$ cat config.mk
export PLATFORM = sky130hd
export DESIGN_NAME = izh_scheduler
export DESIGN_NICKNAME = d
export VERILOG_FILES = /design/src/rtl/izh_scheduler.sv
export SDC_FILE = /design/constraint.sdc
export NUM_CORES = 1
export LEC_CHECK = 0
export BUFFER_PORTS_ARGS = -buffer_cell sky130_fd_sc_hd__buf_2
export CAP_MARGIN = 10
export CORE_UTILIZATION = 57
export DETAILED_ROUTE_END_ITERATION = 8
export HOLD_SLACK_MARGIN = 0.08
export PLACE_DENSITY_LB_ADDON = 0.3
export SLEW_MARGIN = 20
export SYNTH_ARGS = -nofsm -noshare
export SYNTH_HDL_FRONTEND = slang
export SYNTH_SLANG_ARGS = --single-unit
$ cat constraint.sdc
create_clock -name clk -period 6.5 [get_ports clk]
set_clock_uncertainty 0.1 [all_clocks]
set_input_delay 1.3 -clock clk [delete_from_list [all_inputs] [get_ports clk]]
set_output_delay 1.3 -clock clk [all_outputs]
set_load 0.01 [all_outputs]
$ cat src/rtl/izh_scheduler.sv
// izh_scheduler: shares one Izhikevich update unit across N neurons.
// It latches the input currents on tick, then issues one request per neuron
// in index order over valid/ready, writes each result back, and publishes
// the spike vector together with a done pulse.
module izh_scheduler #(
  parameter int unsigned         N      = 4,
  parameter int unsigned         W      = 16,
  parameter logic signed [W-1:0] V_INIT = 16'shFFBF,
  parameter logic signed [W-1:0] U_INIT = 16'shFFF3
) (
  input  logic                clk,
  input  logic                reset,
  input  logic                tick,
  input  logic [N*8-1:0]      current_in,
  output logic                upd_valid,
  input  logic                upd_ready,
  output logic [3:0]          upd_idx,
  output logic signed [W-1:0] upd_v,
  output logic signed [W-1:0] upd_u,
  output logic [15:0]         upd_current,
  input  logic                res_valid,
  input  logic signed [W-1:0] res_v,
  input  logic signed [W-1:0] res_u,
  input  logic                res_spike,
  output logic [N-1:0]        spike_vec,
  output logic                step_done,
  output logic                busy,
  output logic                overrun,
  input  logic [3:0]          mon_sel,
  output logic signed [W-1:0] mon_v
);

  localparam int unsigned IW = $clog2(N);

  typedef enum logic [1:0] {
    S_IDLE  = 2'd0,
    S_ISSUE = 2'd1,
    S_WAIT  = 2'd2,
    S_DONE  = 2'd3
  } state_t;

  state_t                r_state;
  state_t                w_next;
  logic [IW-1:0]         r_idx;
  logic signed [W-1:0]   r_v_mem [N];
  logic signed [W-1:0]   r_u_mem [N];
  logic [7:0]            r_cur   [N];
  logic [N-1:0]          r_acc;
  logic [N-1:0]          r_spike_vec;
  logic                  r_overrun;
  logic                  w_last;
  logic [N-1:0]          w_acc_next;

  assign w_last      = (r_idx == IW'(N - 1));
  assign upd_idx     = 4'(r_idx);
  assign upd_v       = r_v_mem[r_idx];
  assign upd_u       = r_u_mem[r_idx];
  assign upd_current = {8'b0, r_cur[r_idx]};
  assign spike_vec   = r_spike_vec;
  assign overrun     = r_overrun;

  // Spike accumulator including the result arriving this cycle.
  always_comb begin
    w_acc_next        = r_acc;
    w_acc_next[r_idx] = res_spike;
  end

  // Combinational monitor read; unmapped selects read as zero.
  always_comb begin
    mon_v = '0;
    for (int unsigned i = 0; i < N; i++) begin
      if (mon_sel == 4'(i)) mon_v = r_v_mem[i];
    end
  end

  // FSM state register.
  always_ff @(posedge clk or posedge reset) begin
    if (reset) r_state <= S_IDLE;
    else       r_state <= w_next;
  end

  // FSM next-state and handshake/status outputs.
  always_comb begin
    w_next    = r_state;
    upd_valid = 1'b0;
    step_done = 1'b0;
    busy      = 1'b0;
    case (r_state)
      S_IDLE: begin
        if (tick) w_next = S_ISSUE;
      end
      S_ISSUE: begin
        busy      = 1'b1;
        upd_valid = 1'b1;
        if (upd_ready) w_next = S_WAIT;
      end
      S_WAIT: begin
        busy = 1'b1;
        if (res_valid) w_next = w_last ? S_DONE : S_ISSUE;
      end
      S_DONE: begin
        busy      = 1'b1;
        step_done = 1'b1;
        w_next    = S_IDLE;
      end
      default: w_next = S_IDLE;
    endcase
  end

  // Neuron state, current latch, index, spike accumulation and overrun flag.
  // spike_vec is loaded on the edge entering DONE so it is already valid
  // while step_done is high.
  always_ff @(posedge clk or posedge reset) begin
    if (reset) begin
      r_idx       <= '0;
      r_acc       <= '0;
      r_spike_vec <= '0;
      r_overrun   <= 1'b0;
      for (int unsigned i = 0; i < N; i++) begin
        r_v_mem[i] <= V_INIT;
        r_u_mem[i] <= U_INIT;
        r_cur[i]   <= '0;
      end
    end else begin
      if (tick && r_state != S_IDLE) r_overrun <= 1'b1;
      if (r_state == S_IDLE && tick) begin
        r_idx <= '0;
        r_acc <= '0;
        for (int unsigned i = 0; i < N; i++) begin
          r_cur[i] <= current_in[8*i +: 8];
        end
      end
      if (r_state == S_WAIT && res_valid) begin
        r_v_mem[r_idx] <= res_v;
        r_u_mem[r_idx] <= res_u;
        r_acc          <= w_acc_next;
        if (w_last) r_spike_vec <= w_acc_next;
        else        r_idx       <= r_idx + IW'(1);
      end
    end
  end

endmodule
==> results.cfg <==
[detailed_routing]
drtIter0Drc = 228
postRouteAntennaNets = 0
via_per_inst = 5.87
wl_per_cell_um = 20.7
via_count = 4986
drc = 6
wl_um = 17600
drt_pass1_iterations = 6

[finish]
layout.nets = 730
drive_gt1_frac = 0.752
diodes = 0
area_growth_syn_to_layout_pct = 14.2

[logic_synthesis]
syn_inst = 526
synth.top_cell.area_share = 0.350
avgSynthCellArea_um2 = 16.6
ys_async_sr_fraction = 1.00
post-synth-top-count-cell = dfstp_2
ys_types = 37
yosys_register_bits = 172
yosysSeqAreaShare = 0.511
ys_top_cells_by_area = dfstp_2 (35%), dfrtp_1 (16%), mux2_4 (16%)
synth_edf_count = 0
synth_common_cells = dfstp_2 (116), mux2_4 (90), mux2_2 (68)
synth_warnings = 0
synth_area_um2 = 8710
ys.flop_type = dfstp_2
yosys.area.top_type = dfstp_2

[clocking]
cts_max_level = 4
cts_buffers = 17
clk_pin_slew_worst_paths_ns = 0.07
cts_resized = 0
clock_latency_ns = 0.42
cts_tree = yes
cts_root_buf = clkbuf_16
holdBufCountCts = 0
cts_buffer_depth = 2
cts.sinks = 172
cts_setup_buffers = 0

[setup_path]
ff2ff_setup_slack_ns = 3.35
start_kind = input pin
worstSetupPathDepth = 5
worstRegToRegCells = 4
worst_ep_required_time_ns = 5.10
setup.worst_path.end = mon_v[1]
timing.rr.start = r_idx[0]
path_cells = buf_2 > nand2_1 > nor3_4 > a221o_1 > buf_2
critPathKind = input pin to output port
worstReg2RegEnd = r_u_mem[3]
critPathMaxFanout = 18
crit_arrival_ns = 3.05
cp_slowest_cell = nor3_4
critPathMaxStageDelay_ns = 0.62
critPathLaunch = mon_sel[0]
crit_path_frequent_cell = buf_2
cp_top_family = simple AND/OR/NAND/NOR gates
cp-end-kind = output port
crit_buf_inv = 2

[min_path]
min_path_cells = 2
hold_start = spike_vec[0]
hp-class = flop to flop

[grt]
overflow = 0
grt_max_degree = 114
antenna_found_initial = 0
grt_use_total = 0.235
grt_pass1_wl_um = 28800
grt_pass1_vias = 5402

[timing]
whs_ns = 0.378
finalCritPeriodShare = 0.684
min_period_ns = 4.45
hold_violations = 0
finalSetupTns_ns = 0
drv_slew = 0
slew_headroom = 0.339
max_freq_mhz = 225
setup_viol = 0
worstMarginPinSlew_ns = 0.991
rsz0062_at_grt = false

[placed_design]
io_buffer_count = 139
place.gp.congestion = 0.774
dp_hpwl_um = 11000

[floorplan]
io_pins = 150
core-area_um2 = 14700
design.die.area_um2 = 15800
die_h_um = 126
rows = 44
start_util = 0.593
die_w_um = 126

[job]
drv_cap = 0

[power_and_ir_drop]
powerDensity_nw_per_um2 = 449
peakVddDrop_v = 0.000279
p_leak_nw = 4.59
power.total_w = 0.00447

[outcome]
failed_checks = design-rule violations
status = finished with violations
[layout make-up]
cell class                 count  area (um2)
clock inverter                15         195
inverter                       4        20.0
clock buffer                  17         425
timing repair buffer         143         726
sequential                   172        4450
multi-input combinational    314        3900
fill                         985        4750
tap                          184         230
[per-layer routing]
metal	part of all wire	global-route usage	wire [um]	vias up
li1	-	-	-	2196
met1	0.41	0.303	7160	2624
met2	0.52	0.389	9130	152
met3	0.063	0.0709	1100	14
met4	0.0098	0.0646	172	0
met5	0	0	0	-
[metrics by stage]
stage          cells  setup WS (ns)  cell area [um2]  utilization
3_5_place_dp     817           1.87             9320        0.634
5_1_grt          849           1.96             9950        0.677
6_report         849           2.05             9950        0.677
2_1_floorplan    535          0.632             8750            -
4_1_cts          849           1.83             9940        0.676
3_3_place_gp     817           1.92             9320        0.634
[flip-flops by register name (all words and copies together) (netlist names)]
| name | count |
|---|---|
| overrun | 1 |
| r_acc | 3 |
| r_cur | 32 |
| r_idx | 2 |
| r_state | 2 |
| r_u_mem | 64 |
| r_v_mem | 64 |
| spike_vec | 4 |
[layout by cell type (no fill, tap or decap), drive strengths merged, types with 3 or more instances in the layout]
cell and n:
dfstp 116, clkinv 5, nor2 17, a21oi 4
nand2 13, mux2 161, ha 4, mux4 41
mux2i 15, o21ai 5, a221o 15, conb 10
clkinvlp 3, bufinv 4, inv 7, clkbuf 17
nand3 10, nor2b 4, buf 143, dfrtp 56
[worst min path at each step]
stage / slack, ns / endpoint
after floorplan: 0.35 / r_cur[1]
after global placement: 0.33 / overrun
after detailed placement: 0.36 / overrun
after CTS: 0.38 / overrun
after global routing: 0.41 / overrun
final: 0.38 / spike_vec[0]
[logic make-up after synthesis]
family,after synthesis,synth area share
other cells,1,0.000430
simple gates,56,0.0405
compound gates,27,0.0251
mux,217,0.370
flops,172,0.511
fa+ha+maj,4,0.00574
buf+inv,49,0.0477
[where the power goes]
part	internal, W	switching, W	leakage, nW
Combinational	0.000927	0.000608	2.40
Sequential	0.00159	0.000283	1.89
Clock	0.000644	0.000424	0.295
Total	0.00316	0.00131	4.59
[worst register-to-register path: stages, from the launching register on]
cell      delay (ns)
dfrtp_4         1.02
ha_1            0.35
nand4b_1        0.66
buf_4           0.56
mux2_2          0.34
Note: power is estimated with default switching activity, not from simulation.
